<file path="src/rtl/fifo_rd_stream.sv">
// Read-side FIFO consumer: pops words into a 2-entry head/skid buffer and presents them as a valid/ready stream.
// Optional beat counter (beat_cnt, cnt_clr) is compiled in when DRAIN_CNT_EN is defined.
module fifo_rd_stream #(
  parameter int DATA_WIDTH = 8,
  parameter int CNT_WIDTH  = 16
) (
  input  logic                  clk,
  input  logic                  reset_n,
  input  logic                  en,
  input  logic                  flush,
  input  logic                  fifo_empty,
  input  logic [DATA_WIDTH-1:0] fifo_rdata,
  output logic                  fifo_rd,
  output logic                  out_valid,
  output logic [DATA_WIDTH-1:0] out_data,
  input  logic                  out_ready,
  output logic                  busy
`ifdef DRAIN_CNT_EN
  ,
  input  logic                  cnt_clr,
  output logic [CNT_WIDTH-1:0]  beat_cnt
`endif
);

  typedef enum logic [1:0] {
    EMPTY = 2'd0,
    ONE   = 2'd1,
    TWO   = 2'd2
  } state_t;

  state_t                state_reg, state_next;
  logic [DATA_WIDTH-1:0] head_reg, head_next;
  logic [DATA_WIDTH-1:0] skid_reg, skid_next;
  logic                  run_reg;
  logic                  pop;
  logic                  take;

  // run_reg keeps fifo_rd low while reset is held and on the cycle it is released.
  assign pop       = run_reg & en & ~flush & ~fifo_empty & (state_reg != TWO);
  assign fifo_rd   = pop;
  assign out_valid = (state_reg != EMPTY);
  assign out_data  = head_reg;
  assign busy      = (state_reg != EMPTY);
  assign take      = out_valid & out_ready;

  always_ff @(posedge clk or negedge reset_n) begin
    if (!reset_n) begin
      state_reg <= EMPTY;
      head_reg  <= '0;
      skid_reg  <= '0;
      run_reg   <= 1'b0;
    end else begin
      state_reg <= state_next;
      head_reg  <= head_next;
      skid_reg  <= skid_next;
      run_reg   <= 1'b1;
    end
  end

  always_comb begin
    state_next = state_reg;
    head_next  = head_reg;
    skid_next  = skid_reg;
    if (flush) begin
      state_next = EMPTY;
    end else begin
      case (state_reg)
        EMPTY: begin
          if (pop) begin
            state_next = ONE;
            head_next  = fifo_rdata;
          end
        end
        ONE: begin
          if (pop && !take) begin
            state_next = TWO;
            skid_next  = fifo_rdata;
          end else if (pop && take) begin
            head_next  = fifo_rdata;
          end else if (take) begin
            state_next = EMPTY;
          end
        end
        TWO: begin
          // Skid always holds the younger word, so it moves up on a take.
          if (take) begin
            state_next = ONE;
            head_next  = skid_reg;
          end
        end
        default: begin
          state_next = EMPTY;
        end
      endcase
    end
  end

`ifdef DRAIN_CNT_EN
  logic [CNT_WIDTH-1:0] beat_cnt_reg;

  always_ff @(posedge clk or negedge reset_n) begin
    if (!reset_n) begin
      beat_cnt_reg <= '0;
    end else if (cnt_clr) begin
      beat_cnt_reg <= '0;
    end else if (take && !flush) begin
      beat_cnt_reg <= beat_cnt_reg + {{(CNT_WIDTH-1){1'b0}}, 1'b1};
    end
  end

  assign beat_cnt = beat_cnt_reg;
`endif

endmodule
</file>
<file path="config.mk">
export PLATFORM = sky130hd
export DESIGN_NAME = fifo_rd_stream
export DESIGN_NICKNAME = d
export VERILOG_FILES = /design/src/rtl/fifo_rd_stream.sv
export SDC_FILE = /design/constraint.sdc
export NUM_CORES = 1
export LEC_CHECK = 0
export ABC_AREA = 1
export CAP_MARGIN = 40
export CORE_MARGIN = 10
export CORE_UTILIZATION = 48
export DETAILED_ROUTE_END_ITERATION = 6
export PLACE_DENSITY = 0.84
export SKIP_CTS_REPAIR_TIMING = 1
export SLEW_MARGIN = 20
export SYNTH_ARGS = -nofsm -noshare
export SYNTH_HDL_FRONTEND = slang
export SYNTH_SLANG_ARGS = --single-unit
</file>
<file path="constraint.sdc">
create_clock -name clk -period 1.5 [get_ports clk]
set_input_delay 0.15 -clock clk [delete_from_list [all_inputs] [get_ports clk]]
set_output_delay 0.15 -clock clk [all_outputs]
set_load 0.05 [all_outputs]
</file>
Yosys cells after proc, flatten, opt, wreduce, memory -nomap -nowiden
Cells that the tools add are included.

storage, ports and cells
  register bits after elaboration = 19
  bits in latches = 0
  RAM bits = 0
  ROM bits = 0
  bits of input ports = 14
  output and inout port bits = 11
  logic and storage cells = 43
  memories kept = 0

cells by class
  $add $sub $neg = 0
  multipliers = 0
  divide/modulo/power cells = 0
  magnitude comparators = 0
  equality and inequality tests = 11
  shift operators = 0
  multiplexer cells = 12
  bitwise logic cells = 7
  reduce and logical (&&, ||, !) cells = 9

operators with widths
  kind                number
  $mux 8              4
  $pmux 8 s3          1
  $mux 2              6
  $ne 2x2->1 const B  5
  $ne 4x4->1 const B  2
  $ne 3x3->1 const B  2
  $pmux 2 s3          1
  $reduce_and 6->1    1
  $and 1x1->1         5
  $reduce_and 4->1    1
  $reduce_and 3->1    1
  $reduce_bool 3->1   1
  $eq 2x1->1 const B  1
  $eq 2x2->1 const B  1
  $logic_and 1x1->1   2
  $logic_not 2->1     1
  $not 1->1           2
  $reduce_bool 2->1   1
  $logic_not 1->1     1

Depth between registers and ports, before layout
  word-level depth = 9
  mapped depth = 8
  gate-level depth less buffers = 8

Worst setup path before layout
OpenSTA, ideal clock, no wires.

  kind = flip-flop to flip-flop
  from = register state_reg[1]
  to = register head_reg[0], in the netlist out_data[0]
  library setup time = 0.119 ns
  arrival time = 1.535 ns
  required time = 1.381 ns
  slack = -0.154 ns
  stages on the path, launching flop included = 8
  path buffers = 1
  clock period less this slack = 1.654 ns
  cells stage by stage = dfrtp_1 > buf_4 > inv_2 > nand2_1 > a21oi_4 > nand2_4 > nand2_1 > nand2_1

on the way
  cells in the longest elaborated chain, start to end = 6
  elaborated cells on any way between the ends = 17
  those cells by class = eq/ne: 7; mux: 1; bitwise: 2; reduce/logical: 7

ends and longest elaborated chain
  element                         RTL line  RTL
  from (decl)                     31        state_t state_reg, state_next;
  from (signal assigned)          53        state_reg <= state_next;
  $reduce_bool 2->1 (*)           n/a
  named net busy                  17        output logic busy
  $and 1x1->1 (*)                 44        assign take = out_valid & out_ready;
  $logic_not 1->1                 75        if (pop && !take) begin
  $logic_and 1x1->1               75
  $ne 2x2->1 (no line)            n/a
  $reduce_and 6->1 (no line) (*)  n/a
  to (signal assigned)            54        head_reg <= head_next;
  to (decl)                       32        logic [DATA_WIDTH-1:0] head_reg, head_next;

The timed path passes the listed nets; every way through them passes the cells marked *.
A chain may end at the register's enable or synchronous reset.

Worst setup path after layout
  from = register state_reg[1]
  to = output busy

on the way
  cells in the longest elaborated chain, start to end = 1

ends and longest elaborated chain
  element            RTL line  RTL
  $reduce_bool 2->1  43        assign busy = (state_reg != EMPTY);
  to (decl)          17

Every way passes these cells.

==> impl_metrics.xml <==
<?xml version="1.0" encoding="UTF-8"?>
<metrics>
  <group name="global_route">
    <metric name="antenna_violations_before_repair" unit="">0</metric>
    <metric name="track_usage" unit="%">11.1</metric>
    <metric name="first_global_vias" unit="">870</metric>
    <metric name="grt_start_max_net_pins" unit="">20</metric>
    <metric name="first_pass_grt_wire_length" unit="µm">3850</metric>
    <metric name="grt-ovfl-total" unit="">0</metric>
  </group>
  <group name="floorplanning">
    <metric name="die_h" unit="µm">65.8</metric>
    <metric name="die_width" unit="µm">65.8</metric>
    <metric name="starting_density_of_the_core" unit="%">50.9</metric>
    <metric name="die-area" unit="µm²">4330</metric>
    <metric name="placeableCoreArea" unit="µm²">1980</metric>
    <metric name="design.portCount" unit="">25</metric>
    <metric name="std_cell_rows" unit="">16</metric>
  </group>
  <group name="critical_path">
    <metric name="critical_path.max_fanout" unit="">4</metric>
    <metric name="timing.reg2reg.setup_slack" unit="ns">0.12</metric>
    <metric name="timing.critical_path.required" unit="ns">1.35</metric>
    <metric name="worst-path-buf-inv" unit="">3</metric>
    <metric name="worstPathCellList" unit="">inv_2 -&gt; nand2_2 -&gt; buf_4 -&gt; buf_12</metric>
    <metric name="slowest_library_cell_on_the_worst_path" unit="">dfrtp_2</metric>
    <metric name="crit_path_end_kind" unit="">primary output</metric>
    <metric name="critical_path_class" unit="">reg2out</metric>
    <metric name="critical_path_arrival" unit="ns">1.27</metric>
    <metric name="worstReg2RegEnd" unit="">state_reg[0]$_DFFE_PN0P_</metric>
    <metric name="r2r.worst_path.cells" unit="">8</metric>
    <metric name="crit_family" unit="">flip-flops</metric>
    <metric name="worst_path_largest_cell_delay" unit="ns">0.47</metric>
    <metric name="r2r-start" unit="">state_reg[0]$_DFFE_PN0P_</metric>
    <metric name="startpoint_type" unit="">flip-flop</metric>
  </group>
  <group name="power_and_ir_drop">
    <metric name="report.power.total" unit="mW">2.59</metric>
    <metric name="p_sw" unit="mW">1.22</metric>
    <metric name="static_leakage" unit="nW">0.752</metric>
    <metric name="power_frac_comb" unit="%">57.3</metric>
    <metric name="pwr-share-clk" unit="%">9.7</metric>
    <metric name="cellPowerDensity" unit="nW/µm²">1830</metric>
    <metric name="power.internal" unit="mW">1.37</metric>
    <metric name="worst_ir_drop_vdd" unit="V">0.00116</metric>
    <metric name="seqPwrFrac" unit="%">33.0</metric>
    <metric name="swShare" unit="%">47.0</metric>
  </group>
  <group name="route">
    <metric name="drt_drc_violations_left" unit="">0</metric>
    <metric name="viasPerCell" unit="">4.99</metric>
    <metric name="detail_route.iter0.violations" unit="">59</metric>
    <metric name="average_wire_per_standard_cell" unit="µm">12.9</metric>
    <metric name="detail_route.wirelength" unit="µm">2460</metric>
    <metric name="vias" unit="">954</metric>
    <metric name="drt.antenna.violating_nets" unit="">0</metric>
    <metric name="detailedRoute.firstPassIterationCount" unit="">6</metric>
  </group>
  <group name="cells_and_area">
    <metric name="num_antenna_cells" unit="">0</metric>
    <metric name="design.final.nets" unit="">179</metric>
    <metric name="drive_gt1_share" unit="%">25.6</metric>
    <metric name="final_cells" unit="">191</metric>
    <metric name="area_growth_syn_to_layout" unit="%">40.4</metric>
  </group>
  <group name="yosys">
    <metric name="post_synth_most_frequent_cells" unit="">53 x nand2_1, 26 x nand3_1, 19 x dfrtp_1</metric>
    <metric name="synthArstFlopShare" unit="%">100</metric>
    <metric name="synth-warning-count" unit="">0</metric>
    <metric name="synth_seq_area_share" unit="%">47.1</metric>
    <metric name="synth.largest_area_cell" unit="">dfrtp_1</metric>
    <metric name="synth.net_count" unit="">139</metric>
    <metric name="syn-instance-count" unit="">125</metric>
    <metric name="syn_area" unit="µm²">1010</metric>
    <metric name="yosys_most_used_dff" unit="">dfrtp_1</metric>
    <metric name="synthMostInstantiatedCell" unit="">nand2_1</metric>
    <metric name="synth-edff-count" unit="">0</metric>
    <metric name="synthTopCellsByArea" unit="">dfrtp_1 47%, nand2_1 20%, nand3_1 13%, nand2_4 2.2%, nand2_8 2.0%</metric>
    <metric name="netlist.area_leader.share" unit="%">47.1</metric>
    <metric name="post_synth.cell_area_avg" unit="µm²">8.07</metric>
    <metric name="postSynthRegisterBits" unit="">19</metric>
    <metric name="synth.lib_cells_used.distinct" unit="">21</metric>
  </group>
  <group name="clock_network">
    <metric name="clkLatencyLatePin" unit="ns">0.29</metric>
    <metric name="cts-root-to-sink-buffers" unit="">2</metric>
    <metric name="cts_made_buffers" unit="">3</metric>
    <metric name="cts_sinks" unit="">19</metric>
    <metric name="clk_pin_slew_worst_paths" unit="ns">0.10</metric>
    <metric name="clock_tree.htree_level_count" unit="">1</metric>
    <metric name="cts.root.buffer_cell" unit="">clkbuf_4</metric>
    <metric name="tritoncts_clock_tree" unit="">yes</metric>
  </group>
  <group name="timing">
    <metric name="final_critical_path_setup_slack" unit="ns">0.0827</metric>
    <metric name="setup_viol" unit="">0</metric>
    <metric name="rsz0062_at_grt" unit="">no</metric>
    <metric name="finalClockSkew" unit="ns">0.00135</metric>
    <metric name="post_route_fraction_of_the_period_consumed_by_the_critical_path" unit="%">94.5</metric>
    <metric name="finalCriticalPeriod" unit="ns">1.42</metric>
    <metric name="final-hold-violation-count" unit="">0</metric>
    <metric name="fmaxAchievable" unit="MHz">706</metric>
    <metric name="slew_violations" unit="">0</metric>
  </group>
  <group name="placed_design">
    <metric name="place_ws" unit="ns">-0.0283</metric>
    <metric name="port_buffers" unit="">24</metric>
    <metric name="globalplace.congestion" unit="">0.785</metric>
    <metric name="total_placed_cells_including_tap_cells" unit="">181</metric>
    <metric name="place_hpwl" unit="µm">1800</metric>
  </group>
  <group name="hold_path">
    <metric name="holdCritPathClass" unit="">in2async</metric>
  </group>
  <group name="outcome">
    <metric name="outcome" unit="">completed</metric>
  </group>
  <group name="job">
    <metric name="max_cap_violations" unit="">0</metric>
  </group>
</metrics>
-- power by group through the flow --
stage                     logic [mW]  registers (mW)  clock network (mW)
after floorplan                0.546            1.23                   0
after global placement          1.38           0.859                   0
after detailed placement        1.40           0.869                   0
after CTS                       1.40           0.858               0.261
after global routing            1.59           0.886               0.288
final                           1.48           0.854               0.250
-- kinds of logic after synthesis --
kind of cell	after synthesis	synth area share [%]
AND/OR/NAND/NOR	89	41.8
flip-flops	19	47.1
buffers and inverters	10	4.84
AO/OA/AOI/OAI	6	5.83
other	1	0.372
-- worst max path at each step --
| stage | slack [ns] | start | cells after the start | endpoint |
|---|---|---|---|---|
| global route | 0.02 | state_reg[1]$_DFFE_PN0P_ | 4 | out_valid |
| CTS | -0.10 | state_reg[0]$_DFFE_PN0P_ | 5 | fifo_rd |
| detailed placement | -0.03 | flush | 7 | out_data[0]$_DFFE_PN0P_ |
| finish | 0.08 | state_reg[1]$_DFFE_PN0P_ | 4 | busy |
| floorplan | 0.05 | state_reg[1]$_DFFE_PN0P_ | 7 | out_data[0]$_DFFE_PN0P_ |
| global placement | 0.03 | flush | 7 | out_data[2]$_DFFE_PN0P_ |
-- metal layers --
metal	vias up	track usage (%)	wire length, µm
li1	480	-	-
met1	437	12.0	992
met2	35	18.7	1270
met3	2	5.25	189
met4	0	3.74	9
met5	-	0	0
-- cell type report --
cell class | count | area, µm²
Tap cell | 27 | 33.8
Inverter | 7 | 36.3
Fill cell | 147 | 566
Clock buffer | 4 | 26.3
Sequential cell | 19 | 478
Multi-Input combinational cell | 96 | 487
Timing Repair Buffer | 38 | 355
-- metrics by stage --
stage / instance area (µm²) / hold slack, ns / util [%] / TNS (ns)
final: 1420 / 0.183 / 71.5 / 0
after detailed placement: 1340 / 0.460 / 67.4 / -0.144
after global routing: 1420 / 0.182 / 71.5 / 0
after floorplan: 1010 / -0.146 / - / 0
after CTS: 1360 / 0.182 / 68.7 / -0.116
after global placement: 1340 / 0.457 / 67.4 / 0
-- layout by cell type, fill, tap and decap left out, drive strengths merged --
master / synthesis / layout
o21ai: 2 / 2
clkbuf: 0 / 4
nor2: 5 / 5
clkinv: 0 / 1
dfrtp: 19 / 19
o31ai: 1 / 1
nand4: 1 / 1
nand3: 27 / 27
conb: 1 / 1
buf: 3 / 25
inv: 7 / 6
a21oi: 3 / 3
clkdlybuf4s50: 0 / 13
nand2: 56 / 56
Note: power is estimated with default switching activity, not from simulation.
